## src/rtl/ds_pkg.sv

```systemverilog
// Shared 1-wire DS18B20 definitions: receiver states, Dallas CRC-8 and ROM/function commands.
package ds_pkg;

    typedef enum logic [1:0] {
        ST_IDLE  = 2'd0,
        ST_SHIFT = 2'd1,
        ST_CHECK = 2'd2
    } ds_state_t;

    localparam int unsigned CRC_W      = 8;
    localparam int unsigned FRAME_BITS = 72;

    localparam logic [CRC_W-1:0] CRC_POLY = 8'h8C;

    localparam logic [7:0] CMD_SKIP_ROM      = 8'hCC;
    localparam logic [7:0] CMD_CONVERT_T     = 8'h44;
    localparam logic [7:0] CMD_READ_SCRATCH  = 8'hBE;

    // One LSB-first step of the reflected Dallas/Maxim CRC-8.
    function automatic logic [CRC_W-1:0] crc8_step(input logic [CRC_W-1:0] crc, input logic b);
        logic             fb;
        logic [CRC_W-1:0] n;
        fb = crc[0] ^ b;
        n  = crc >> 1;
        if (fb) begin
            n = n ^ CRC_POLY;
        end
        return n;
    endfunction

endpackage

```

## src/rtl/ds_crc8.sv

```systemverilog
// Serial CRC-8 accumulator; clear has priority over enable.
module ds_crc8
    import ds_pkg::*;
(
    input  logic             clk,
    input  logic             rst,
    input  logic             clr,
    input  logic             en,
    input  logic             bit_in,
    output logic [CRC_W-1:0] crc
);

    always_ff @(posedge clk or negedge rst) begin
        if (!rst) begin
            crc <= '0;
        end else if (clr) begin
            crc <= '0;
        end else if (en) begin
            crc <= crc8_step(crc, bit_in);
        end
    end

endmodule

```

## src/rtl/ds_scratchpad_rx.sv

```systemverilog
// Collects a 1-wire read-scratchpad frame bit by bit, checks its CRC and
// publishes the decoded temperature and resolution.
module ds_scratchpad_rx
    import ds_pkg::*;
#(
    parameter int unsigned FRAME_BYTES = FRAME_BITS / 8,
    parameter int unsigned TEMP_W      = 16
) (
    input  logic              clk,
    input  logic              rst,
    input  logic              start,
    input  logic              bit_valid,
    input  logic              bit_in,
    output logic              busy,
    output logic              done,
    output logic              temp_valid,
    output logic              crc_err,
    output logic              dev_absent,
    output logic [TEMP_W-1:0] temp_raw,
    output logic [7:0]        temp_c,
    output logic [1:0]        res_cfg
);

    localparam int unsigned NBITS   = FRAME_BYTES * 8;
    localparam int unsigned CNT_W   = 7;
    localparam int unsigned RES_LSB = 4 * 8 + 5;

    ds_state_t          state_q, state_d;
    logic [CNT_W-1:0]   cnt_q, cnt_d;
    logic [NBITS-2:0]   shreg_q, shreg_d;
    logic [NBITS-1:0]   shift_next;
    logic [CRC_W-1:0]   crc_q, crc_next;
    logic               crc_clr, crc_en;

    logic               busy_d, done_d, temp_valid_d, crc_err_d, dev_absent_d;
    logic [TEMP_W-1:0]  temp_raw_d;
    logic [7:0]         temp_c_d;
    logic [1:0]         res_cfg_d;

    logic [TEMP_W-1:0]        frame_temp;
    logic signed [TEMP_W-1:0] frame_asr;

    ds_crc8 u_crc (
        .clk    (clk),
        .rst    (rst),
        .clr    (crc_clr),
        .en     (crc_en),
        .bit_in (bit_in),
        .crc    (crc_q)
    );

    // Frame and CRC as they will look once the current bit is taken, so the
    // verdict can be registered on the same edge that accepts the last bit.
    assign shift_next = {bit_in, shreg_q};
    assign crc_next   = crc8_step(crc_q, bit_in);
    assign frame_temp = TEMP_W'($signed(shift_next[15:0]));
    assign frame_asr  = $signed(frame_temp) >>> 4;

    always_comb begin
        state_d      = state_q;
        cnt_d        = cnt_q;
        shreg_d      = shreg_q;
        crc_clr      = 1'b0;
        crc_en       = 1'b0;
        busy_d       = 1'b0;
        done_d       = 1'b0;
        temp_valid_d = 1'b0;
        crc_err_d    = 1'b0;
        dev_absent_d = 1'b0;
        temp_raw_d   = temp_raw;
        temp_c_d     = temp_c;
        res_cfg_d    = res_cfg;

        // start restarts from any state and swallows a coincident bit
        if (start) begin
            state_d = ST_SHIFT;
            cnt_d   = '0;
            shreg_d = '0;
            crc_clr = 1'b1;
        end else begin
            case (state_q)
                ST_IDLE: begin
                    state_d = ST_IDLE;
                end
                ST_SHIFT: begin
                    if (bit_valid) begin
                        crc_en  = 1'b1;
                        shreg_d = shift_next[NBITS-1:1];
                        cnt_d   = cnt_q + CNT_W'(1);
                        if (cnt_q == CNT_W'(NBITS - 1)) begin
                            state_d = ST_CHECK;
                            done_d  = 1'b1;
                            if (&shift_next) begin
                                dev_absent_d = 1'b1;
                            end else if (crc_next == '0) begin
                                temp_valid_d = 1'b1;
                                temp_raw_d   = frame_temp;
                                temp_c_d     = frame_asr[7:0];
                                res_cfg_d    = shift_next[RES_LSB+1:RES_LSB];
                            end else begin
                                crc_err_d = 1'b1;
                            end
                        end
                    end
                end
                ST_CHECK: begin
                    state_d = ST_IDLE;
                end
                default: begin
                    state_d = ST_IDLE;
                end
            endcase
        end

        busy_d = (state_d != ST_IDLE);
    end

    always_ff @(posedge clk or negedge rst) begin
        if (!rst) begin
            state_q    <= ST_IDLE;
            cnt_q      <= '0;
            shreg_q    <= '0;
            busy       <= 1'b0;
            done       <= 1'b0;
            temp_valid <= 1'b0;
            crc_err    <= 1'b0;
            dev_absent <= 1'b0;
            temp_raw   <= '0;
            temp_c     <= '0;
            res_cfg    <= '0;
        end else begin
            state_q    <= state_d;
            cnt_q      <= cnt_d;
            shreg_q    <= shreg_d;
            busy       <= busy_d;
            done       <= done_d;
            temp_valid <= temp_valid_d;
            crc_err    <= crc_err_d;
            dev_absent <= dev_absent_d;
            temp_raw   <= temp_raw_d;
            temp_c     <= temp_c_d;
            res_cfg    <= res_cfg_d;
        end
    end

endmodule

```

## config.mk

```make
export PLATFORM = sky130hd
export DESIGN_NAME = ds_scratchpad_rx
export DESIGN_NICKNAME = d
export VERILOG_FILES = /design/src/rtl/ds_pkg.sv /design/src/rtl/ds_crc8.sv /design/src/rtl/ds_scratchpad_rx.sv
export SDC_FILE = /design/constraint.sdc
export NUM_CORES = 1
export LEC_CHECK = 0
export BUFFER_PORTS_ARGS = -buffer_cell sky130_fd_sc_hd__buf_2
export CORE_UTILIZATION = 30
export CTS_BUF_LIST = sky130_fd_sc_hd__clkbuf_8
export DETAILED_ROUTE_END_ITERATION = 10
export GPL_TIMING_DRIVEN = 0
export HOLD_SLACK_MARGIN = 0.03
export SYNTH_ARGS = -nofsm -noshare
export SYNTH_HDL_FRONTEND = slang
export SYNTH_HIERARCHICAL = 1
export SYNTH_SLANG_ARGS = --single-unit
```

## constraint.sdc

```tcl
create_clock -name clk -period 4.5 [get_ports clk]
set_input_delay 0.45 -clock clk [delete_from_list [all_inputs] [get_ports clk]]
set_output_delay 0.45 -clock clk [all_outputs]
set_load 0.02 [all_outputs]
```

; Word-level counts from Yosys, hierarchy flattened
; Cells that the tools add are included.
[word_totals]
out_inout_bits = 31
wordCells = 65
inputBits = 5
reg_bits = 119
[op_classes]
eq_ne = 2
bitwise_logic = 4
muxes = 38
n_reduce_logical = 8
addsub = 1
[ops]
columns = operator, n
row1 = $mux 71, 3
row2 = $reduce_and 72->1, 1
row3 = $mux 1, 25
row4 = $mux 8, 3
row5 = $mux 7, 3
row6 = $logic_not 8->1, 1
row7 = $mux 2, 4
row8 = $reduce_bool 2->1, 4
row9 = $add 7x1->7 const B, 1
row10 = $eq 7x7->1 const B, 1
row11 = $reduce_and 6->1, 1
row12 = $not 2->3, 1
row13 = $eq 2x1->1 const B, 1
row14 = $not 1->1, 2
row15 = $reduce_and 2->1, 1
row16 = $xor 1x1->1, 1

; Logic depth before layout (Yosys ltp)
; Gate-level depths: netlist of the first run.
[logic_depth]
word_depth = 9
ltp_mapped = 8
ltp_nobuf = 5

; Hierarchy
; Netlist of the first run, hierarchy kept.
[modules_own_cells]
columns = mod, n_inst, cells_per_inst, seq_area_each_um2, area_each_um2
row1 = ds_scratchpad_rx, 1, 440, 2577.5, 4346.7
row2 = ds_crc8, 1, 32, 200.2, 372.9

; Worst setup path after synthesis of the first run
; Ideal clock, no wire load.
[synth_timing]
kind = input to register
startpoint = input bit_in
endpoint = register temp_raw[0]
path_buffers = 1
setup_time_ns = 0.125
arrival_time_ns = 1.944
required_ns = 4.375
setup_slack_ns = 2.431
cell_stages = 6
cell_sequence = nand4_1 -> nor4_1 -> nand3b_4 -> o211ai_4 -> buf_12 -> mux2_4
[synth_via]
elab_chain_cells = 4
word_cells_on_any_way = 6
cone_classes = 1 x mux / 2 x bitwise / 3 x reduce/logical
[synth_rtl]
columns = element, line_no
row1 = start: declaration, ds_scratchpad_rx.sv:13  ; input logic bit_in,
row2 = $xor 1x1->1, ds_pkg.sv:23  ; fb = crc[0] ^ b;
row3 = $mux 8, ds_pkg.sv:25  ; if (fb) begin
row4 = $logic_not 8->1, ds_scratchpad_rx.sv:95  ; end else if (crc_next == '0) begin
row5 = $reduce_and 6->1 (no source line) *, n/a
row6 = end signal: assignment, ds_scratchpad_rx.sv:140  ; temp_raw <= temp_raw_d;
row7 = end: declaration, ds_scratchpad_rx.sv:19  ; output logic [TEMP_W-1:0] temp_raw,
; Every way passes the cells marked *; elsewhere a longest branch is shown, timed or not.
; A chain may end at the register's enable or synchronous reset.

; Worst setup path after layout of the first run
[layout_timing]
startpoint = register shreg_q[10]
endpoint = register temp_raw[12]
[layout_via]
elab_chain_cells = 3
[layout_rtl]
columns = element, line_no
row1 = start: declaration, ds_scratchpad_rx.sv:30  ; logic [NBITS-2:0] shreg_q, shreg_d;
row2 = start signal: assignment, ds_scratchpad_rx.sv:134  ; shreg_q <= shreg_d;
row3 = $reduce_and 72->1, ds_scratchpad_rx.sv:93  ; if (&shift_next) begin
row4 = $not 1->1 (no source line), n/a
row5 = $reduce_and 6->1 (no source line), n/a
; Every way passes these cells.

==> results of run 1 <==
## synthesized netlist by cell type, drive strengths merged
cell type and instances:
nor4b 1, and4 1, mux2 18, a31oi 1, a211oi 1, o211ai 2
xor2 6, and3b 1, nand3 1, ha 1, nor3b 1, buf 13
nor4 5, dfrtp 111, a21oi 73, or2 2, nor2 14, nor3 1
o311ai 1, nand2 151, or4 3, nand4b 1, and2 3, nand4 20
and3 1, mux2i 5, or2b 1, nand3b 2, xnor2 3, clkbuf 24
inv 4
## metal layers
layer	track usage, %	part of all wire (%)	up-vias
met5	0	0	-
met4	4.62	1.6	0
met3	4.44	5.2	7
met2	20.2	47	56
met1	17.0	46	1732
li1	-	-	1661
## cells by family after synthesis
group / count (synthesis) / share of synthesized area, %
AND/OR/NAND/NOR: 209 / 19.8
flip-flops: 111 / 58.9
multiplexers: 23 / 6.15
adder cells (fa/ha/maj): 1 / 0.265
buffers and inverters: 41 / 4.45
XOR/XNOR: 9 / 1.67
AO/OA/AOI/OAI: 78 / 8.83
## registers in the layout (all words and copies together) (netlist names)
signal / cells
u_crc/crc: 8
temp_raw: 16
crc_err: 1
temp_valid: 1
done: 1
cnt_q: 7
busy: 1
dev_absent: 1
shreg_q: 71
state_q: 2
res_cfg: 2
## worst max path at each step
stage                                  startpoint                       end
after detailed placement                   bit_in  temp_raw[12]$_DFFE_PN0P_
after global routing       shreg_q[4]$_DFFE_PN0P_  temp_raw[12]$_DFFE_PN0P_
final                     shreg_q[10]$_DFFE_PN0P_  temp_raw[12]$_DFFE_PN0P_
after CTS                  shreg_q[2]$_DFFE_PN0P_  temp_raw[12]$_DFFE_PN0P_
after global placement                        rst   shreg_q[40]$_DFFE_PN0P_
after floorplan                            bit_in   temp_raw[0]$_DFFE_PN0P_
## power by group through the flow
stage / logic (mW) / clock network, mW / registers [mW]
6_report: 0.0845 / 0.541 / 1.01
5_1_grt: 0.0958 / 0.598 / 1.01
4_1_cts: 0.0862 / 0.558 / 1.01
3_5_place_dp: 0.0860 / 0 / 1.03
3_3_place_gp: 0.0804 / 0 / 1.03
2_1_floorplan: 0.0443 / 0 / 1.02
## cell type report
type / instances / area, sq um
buffer: 37 / 195
clock inverter: 3 / 12.5
multi-input combinational: 320 / 1730
sequential: 111 / 2780
tap: 211 / 264
timing repair buffer: 36 / 205
fill: 1523 / 9910
clock buffer: 11 / 151
inverter: 4 / 15.0
## cell usage in the layout, fill, tap and decap left out, types with 4 or more instances in the layout
cell type  count
mux2_2         8
nand4_1       20
a21oi_1       73
xor2_1         6
buf_4          9
nor4_1         4
buf_2         36
nor2_1        14
clkbuf_8      11
dfrtp_1      111
clkbuf_1      24
mux2i_1        5
mux2_4        10
nand2_1      151
inv_1          5
==> results.sh, run 1 <==
export IMPL_switching_share_pct=23.9
export IMPL_power_per_cell_area_mw_per_mm2=305
export IMPL_yosysWarnings=6
export IMPL_total_power_mw=1.63
export IMPL_io_pins=36
export IMPL_die_x_microns=127
export IMPL_fin_cells=733
export IMPL_vias=3456
export IMPL_synth_area_leaders="dfrtp_1 59%, nand2_1 12%, a21oi_1 7.7%"
export IMPL_post_cts_resized=0
export IMPL_h_tree_depth=3
export IMPL_antenna_found_initial=0
export IMPL_cts_tree="yes"
export IMPL_antenna_left=0
export IMPL_synth_cell_types=42
export IMPL_rr_worst_depth=6
export IMPL_cts_hold_buffers=0
export IMPL_yosysTopAreaCellShare_pct=58.9
export IMPL_status="finished, final reports clean"
export IMPL_cts_root_buf="clkbuf_8"
export IMPL_initial_core_util_pct=30.9
export IMPL_crit_path_max_fanout=10
export IMPL_numPortBuffers=35
export IMPL_coreArea_sq_mm=0.0153
export IMPL_rows=45
export IMPL_grt_max_degree=68
export IMPL_reg2reg_from="shreg_q[10]$_DFFE_PN0P_"
export IMPL_dpl_hpwl_microns=6710
export IMPL_post_drt_wl_per_cell_microns=13.3
export IMPL_drt_iter0_markers=263
export IMPL_final_core_util_pct=35.1
export IMPL_critPathArrivalTime_ns=2.70
export IMPL_synth_area_leader_cell="dfrtp_1"
export IMPL_postCtsSetupRepairBufs=0
export IMPL_synthCells=472
export IMPL_grt_total_usage_pct=13.1
export IMPL_final_hold_viol_count=0
export IMPL_routed_wl_microns=9730
export IMPL_combPwrFrac_pct=5.2
export IMPL_post_route_drc_count=0
export IMPL_yosysSeqAreaShare_pct=58.9
export IMPL_ys_seq_elements=111
export IMPL_max_freq_ghz=0.410
export IMPL_whs_ns=0.0658
export IMPL_cp_depth=6
export IMPL_dpl_cell_count=719
export IMPL_crit_type="reg -> reg"
export IMPL_worstMarginPinSlew_ns=0.723
export IMPL_path_buf_inv=1
export IMPL_fin_crit_ns=2.44
export IMPL_cts_made_buffers=9
export IMPL_grt_pass1_wl_microns=16600
export IMPL_nets=525
export IMPL_synth_avg_cell_area_sq_um=10.0
export IMPL_cp_start_kind="flop"
export IMPL_setup_slack_ns=2.06
export IMPL_dr_pass1_iters=5
export IMPL_reg2reg_slack_ns=2.06
export IMPL_tns_ns=0
export IMPL_hp_class="in -> async"
export IMPL_viasPerCell=4.71
export IMPL_slew_limit_headroom_pct=51.4
export IMPL_finalMaxSlewViolations=0
export IMPL_maxCapViolCount=0
export IMPL_fp_dieArea_sq_mm=0.0162
export IMPL_power_internal_mw=1.24
export IMPL_final_area_sq_mm=0.00535
export IMPL_rsz0062_at_grt="no"
export IMPL_pre_cts_slack_ns=1.97
export IMPL_period_share_pct=54.2
export IMPL_n_antenna_cell=0
export IMPL_first_global_vias=3347
export IMPL_drive_gt1_share_pct=16.1
export IMPL_worstSkewPairLatency_ns=0.38
export IMPL_area_delta_synth_final_pct=13.4
export IMPL_p_switching_uw=390
export IMPL_p_leak_nw=2.38
export IMPL_cp_top_family="simple AND/OR/NAND/NOR gates"
export IMPL_cp_cell_sequence="nand4_1 -> nor4_1 -> nand3b_4 -> o211ai_4 -> buf_12 -> mux2_4"
export IMPL_crit_required_ns=4.77
export IMPL_grt_ovfl_total=0
export IMPL_synth_area_sq_mm=0.00472
export IMPL_synth_fp_nets=478
export IMPL_die_h_microns=127
export IMPL_critPathSlowestCell="nor4_1"
export IMPL_r2r_end="temp_raw[12]$_DFFE_PN0P_"
export IMPL_cts_clk_slew_worst_paths_ns=0.09
export IMPL_clk_path_buf_depth=2
export IMPL_clock_skew_ns=0.0150
export IMPL_place_area_sq_mm=0.00519
export IMPL_p_seq_share_pct=61.7
export IMPL_cpPeakStageDelay_ns=0.66
export IMPL_irDropWorstVdd_uv=133
export IMPL_end_kind="flop"
export IMPL_place_congestion=0.788
export IMPL_p_clk_share_pct=33.2
export IMPL_cts_sinks=111
export IMPL_finalSetupViolations=0
No activity file was read; power rests on OpenSTA's default activity.
==> inputs of run 2 (changes only) <==
- clock period: 4.5 -> 2.05 ns (I/O delays scaled with it)
==> results.sh, run 2 (synthesized netlist as in run 1, its figures left out) <==
export IMPL_largest_registers="shreg_q x71, temp_raw x16, u_crc/crc x8"
export IMPL_place_congestion=0.788
export IMPL_cts_root_buf="clkbuf_8"
export IMPL_violations="setup timing"
export IMPL_final_common_cell="nand2_1"
export IMPL_post_drt_wl_per_cell_microns=13.2
export IMPL_cts_sinks=111
export IMPL_grt_total_usage_pct=13.3
export IMPL_dpl_hpwl_microns=6710
export IMPL_p_clk_share_pct=33.1
export IMPL_top_register="shreg_q"
export IMPL_dpl_cell_count=719
export IMPL_antenna_found_initial=0
export IMPL_final_cell_mix="151 x nand2_1, 111 x dfrtp_1, 73 x a21oi_1"
export IMPL_maxCapViolCount=0
export IMPL_finalSetupViolations=18
export IMPL_setup_slack_ns=-0.0608
export IMPL_viasPerCell=4.71
export IMPL_grt_ovfl_total=0
export IMPL_final_core_util_pct=36.4
export IMPL_final_hold_viol_count=0
export IMPL_cp_start_kind="flop"
export IMPL_clk_path_buf_depth=2
export IMPL_grt_max_degree=68
export IMPL_period_share_pct=103
export IMPL_finalMaxSlewViolations=0
export IMPL_end_kind="flop"
export IMPL_numPortBuffers=35
export IMPL_power_internal_mw=2.73
export IMPL_drive_gt1_share_pct=19.0
export IMPL_antenna_left=0
export IMPL_area_delta_synth_final_pct=17.7
export IMPL_cts_clk_slew_worst_paths_ns=0.09
export IMPL_worstMarginPinSlew_ns=0.602
export IMPL_critPathArrivalTime_ns=2.37
export IMPL_regArea_sq_mm=0.00278
export IMPL_h_tree_depth=3
export IMPL_post_route_drc_count=0
export IMPL_nets=541
export IMPL_n_fill_cell=1514
export IMPL_cts_made_buffers=9
export IMPL_p_switching_uw=857
export IMPL_crit_type="reg -> reg"
export IMPL_initial_core_util_pct=30.9
export IMPL_first_global_vias=3398
export IMPL_cts_tree="yes"
export IMPL_power_per_cell_area_mw_per_mm2=646
export IMPL_multi_input_area_sq_mm=0.00180
export IMPL_rsz0062_at_grt="yes"
export IMPL_io_pins=36
export IMPL_rows=45
export IMPL_fp_dieArea_sq_mm=0.0162
export IMPL_grt_pass1_wl_microns=16900
export IMPL_hp_class="in -> reg"
export IMPL_fin_cells=749
export IMPL_n_antenna_cell=0
export IMPL_p_seq_share_pct=61.6
export IMPL_crit_required_ns=2.31
export IMPL_combPwrFrac_pct=5.4
export IMPL_slew_limit_headroom_pct=59.8
export IMPL_irDropWorstVdd_uv=290
export IMPL_drt_iter0_markers=251
export IMPL_total_power_mw=3.59
export IMPL_routed_wl_microns=9870
export IMPL_max_freq_ghz=0.474
export IMPL_largest_reg_flops=71
export IMPL_switching_share_pct=23.9
export IMPL_tns_ns=-0.727
export IMPL_die_h_microns=127
export IMPL_crit_path_max_fanout=6
export IMPL_vias=3528
export IMPL_dr_pass1_iters=4
export IMPL_clock_skew_ns=0.0165
export IMPL_p_leak_nw=2.52
export IMPL_fin_crit_ns=2.11
export IMPL_worstSkewPairLatency_ns=0.38
export IMPL_coreArea_sq_mm=0.0153
export IMPL_die_x_microns=127
export IMPL_status="finished, violations left"
-- run 2: cell types whose count changed in the layout (fill, tap and decap cells not counted) --
cell | before | now
buf_4 | 9 | 21
clkbuf_1 | 24 | 23
nor4b_2 | 0 | 1
mux2_4 | 10 | 18
dlygate4sd3_1 | 0 | 2
nor4b_1 | 1 | 0
buf_6 | 1 | 3
nor4_4 | 0 | 2
nor4_1 | 4 | 2
clkbuf_2 | 0 | 1
mux2_2 | 8 | 0
-- run 2: routing by layer --
layer / vias to the layer above / share of wire [%] / GRT usage, %
met5: - / 0 / 0
met4: 0 / 1.5 / 4.62
met3: 7 / 4.9 / 4.15
met2: 73 / 48 / 20.5
met1: 1756 / 46 / 17.6
li1: 1692 / - / -
-- run 2: power groups by stage --
stage                     combinational (mW)  sequential [mW]  clock (mW)
after global placement                 0.176             2.25           0
after detailed placement               0.189             2.25           0
after global routing                   0.218             2.21        1.31
after floorplan                       0.0972             2.25           0
final                                  0.192             2.21        1.19
after CTS                              0.193             2.21        1.23
-- run 2: timing repair --
item                                   in CTS  in global routing
hold buffers                                2                  0
endpoints found under the hold margin      45                  0
pin swaps                                   3                  2
buffers inserted                           11                  3
gates resized for setup                    12                  5
setup endpoints to repair                  18                 78
-- run 2: per-stage QoR --
step                      setup slack [ns]  instance area [sq um]  hold WS (ns)
after floorplan                    0.00345                   4720       -0.0906
after global placement              -0.455                   5160         0.438
after detailed placement            -0.403                   5190         0.247
after CTS                          -0.0861                   5510         0.138
after global routing                -0.134                   5550         0.141
final                              -0.0608                   5550         0.161
-- run 2: worst paths after layout --
check,start,slack [ns],cells after the start,to
max,shreg_q[40]$_DFFE_PN0P_,-0.06,6,temp_raw[6]$_DFFE_PN0P_
min,bit_in,0.16,3,shreg_q[70]$_DFFE_PN0P_
max reg2reg,shreg_q[40]$_DFFE_PN0P_,-0.06,6,temp_raw[6]$_DFFE_PN0P_
min reg2reg,temp_raw[15]$_DFFE_PN0P_,0.51,1,temp_raw[15]$_DFFE_PN0P_
max in group asynchronous,rst,0.94,3,shreg_q[57]$_DFFE_PN0P_
min in group asynchronous,rst,0.38,2,temp_raw[13]$_DFFE_PN0P_
-- run 2: area by class of cell --
class,count,area share [%]
multi-input cells,320,32.4
inverters,4,0.270
flip-flops and latches,111,50.0
clock inverters,3,0.225
clock buffers,11,2.73
repair buffers,52,6.08
well taps,211,4.75
plain buffers,37,3.54
-- run 2: worst max-delay path: stages (launching register included) --
cell	delay [ns]
dfrtp_1	0.38
nand4_1	0.11
or4_4	0.57
nand3b_4	0.18
o211ai_4	0.26
buf_6	0.19
mux2_4	0.31
==> inputs of run 3 (changes only) <==
- PLACE_DENSITY_LB_ADDON: not set -> 0.2
- clock period: 2.05 -> 1.76 ns (I/O delays scaled with it)
==> results.sh, run 3 (synthesized netlist as in run 1, its figures left out) <==
export IMPL_drt_iter0_markers=262
export IMPL_pre_cts_slack_ns=-0.757
export IMPL_slew_limit_headroom_pct=64.2
export IMPL_hp_class="in -> reg"
export IMPL_grt_ovfl_total=0
export IMPL_dr_pass1_iters=5
export IMPL_post_route_drc_count=0
export IMPL_largest_reg_flops=71
export IMPL_nets=540
export IMPL_min_from="bit_valid"
export IMPL_n_antenna_cell=0
export IMPL_cts_sinks=111
export IMPL_clk_path_buf_depth=2
export IMPL_cts_tree="yes"
export IMPL_die_h_microns=127
export IMPL_initial_core_util_pct=30.9
export IMPL_cts_made_buffers=9
export IMPL_finalMaxSlewViolations=0
export IMPL_fin_crit_ns=2.12
export IMPL_grt_total_usage_pct=13.1
export IMPL_critPathSlowestCell="or4_4"
export IMPL_grt_max_degree=88
export IMPL_maxCapViolCount=0
export IMPL_antenna_left=0
export IMPL_power_per_cell_area_mw_per_mm2=804
export IMPL_rr_worst_depth=6
export IMPL_p_leak_nw=2.56
export IMPL_hold_path_end="state_q[0]$_DFF_PN0_"
export IMPL_crit_required_ns=2.02
export IMPL_setup_slack_ns=-0.361
export IMPL_final_common_cell="nand2_1"
export IMPL_clock_skew_ns=0.0134
export IMPL_post_drt_wl_per_cell_microns=13.1
export IMPL_h_tree_depth=3
export IMPL_final_cell_mix="151 x nand2_1, 111 x dfrtp_1, 73 x a21oi_1"
export IMPL_crit_path_max_fanout=6
export IMPL_place_congestion=0.720
export IMPL_end_kind="flop"
export IMPL_max_freq_ghz=0.471
export IMPL_r2r_end="temp_raw[7]$_DFFE_PN0P_"
export IMPL_antenna_found_initial=0
export IMPL_numPortBuffers=35
export IMPL_period_share_pct=121
export IMPL_crit_type="reg -> reg"
export IMPL_fp_dieArea_sq_mm=0.0162
export IMPL_tns_ns=-6.00
export IMPL_worstMarginPinSlew_ns=0.536
export IMPL_largest_registers="shreg_q x71, temp_raw x16, u_crc/crc x8"
export IMPL_cp_top_family="simple AND/OR/NAND/NOR gates"
export IMPL_io_pins=36
export IMPL_holdPathStages=2
export IMPL_coreArea_sq_mm=0.0153
export IMPL_finalSetupViolations=18
export IMPL_drive_gt1_share_pct=20.2
export IMPL_reg2reg_slack_ns=-0.36
export IMPL_cp_cell_sequence="nand4_1 -> or4_4 -> nand3b_4 -> o211ai_4 -> buf_6 -> mux2_4"
export IMPL_dpl_hpwl_microns=6600
export IMPL_top_register="shreg_q"
export IMPL_viasPerCell=4.55
export IMPL_status="finished, violations left"
export IMPL_rows=45
export IMPL_die_x_microns=127
export IMPL_cp_start_kind="flop"
export IMPL_reg2reg_from="shreg_q[40]$_DFFE_PN0P_"
export IMPL_violations="setup timing"
export IMPL_irDropWorstVdd_uv=276
export IMPL_routed_wl_microns=9860
export IMPL_rsz0062_at_grt="yes"
export IMPL_vias=3411
export IMPL_path_buf_inv=1
export IMPL_cts_clk_slew_worst_paths_ns=0.10
export IMPL_final_hold_viol_count=0
export IMPL_first_global_vias=3368
export IMPL_grt_pass1_wl_microns=16700
export IMPL_area_delta_synth_final_pct=18.9
export IMPL_cpPeakStageDelay_ns=0.57
export IMPL_cts_root_buf="clkbuf_8"
export IMPL_worstSkewPairLatency_ns=0.38
export IMPL_critPathArrivalTime_ns=2.38
==> run 3: routing by layer <==
layer | track usage (%) | up-vias | share of wire, %
met4 | 6.16 | 0 | 1.9
met1 | 17.8 | 1664 | 49
met5 | 0 | - | 0
li1 | - | 1692 | -
met3 | 1.80 | 12 | 2.1
met2 | 20.6 | 43 | 47
==> run 3: how the worst max path moves through the flow <==
stage                             from                      end  slack [ns]  depth (start not counted)
3_5_place_dp    shreg_q[4]$_DFFE_PN0P_  temp_raw[2]$_DFFE_PN0P_       -0.76                          6
4_1_cts        shreg_q[27]$_DFFE_PN0P_  temp_raw[9]$_DFFE_PN0P_       -0.37                          6
6_report       shreg_q[40]$_DFFE_PN0P_  temp_raw[7]$_DFFE_PN0P_       -0.36                          6
2_1_floorplan  shreg_q[27]$_DFFE_PN0P_  temp_raw[0]$_DFFE_PN0P_       -0.29                          6
5_1_grt        shreg_q[40]$_DFFE_PN0P_  temp_raw[6]$_DFFE_PN0P_       -0.39                          6
3_3_place_gp                       rst  shreg_q[28]$_DFFE_PN0P_       -0.85                          1
==> run 3: through the flow <==
stage / utilization, % / total power, mW / cells / hold slack [ns] / area (sq um)
after CTS: 36.6 / 4.58 / 749 / 0.0327 / 5580
after global placement: 33.8 / 2.84 / 718 / 0.418 / 5160
after floorplan: - / 2.73 / 472 / -0.120 / 4720
after detailed placement: 34.0 / 2.85 / 719 / 0.0577 / 5190
final: 36.8 / 4.51 / 750 / 0.0474 / 5610
after global routing: 36.8 / 4.71 / 750 / 0.0657 / 5610
==> run 3: cell type report <==
cell class / count / area [sq um]
fill: 1529 / 9650
sequential: 111 / 2780
multi-input combinational: 320 / 1790
timing repair buffer: 51 / 332
tap: 211 / 264
buffer: 37 / 206
clock buffer: 11 / 151
clock inverter: 5 / 72.6
inverter: 4 / 15.0
==> run 3: timing repair <==
action / CTS / global route
gates resized for setup: 19 / 5
hold buffers: 1 / 0
gates cloned: 0 / 0
hold endpoints to repair: 37 / 0
buffers inserted: 13 / 1
setup endpoints to repair: 81 / 60
pin swaps: 3 / 2
==> run 3: power by group <==
group,switching (mW),internal (mW)
Sequential,0.0119,2.56
Clock,0.846,0.869
Combinational,0.172,0.0533
Total,1.03,3.48
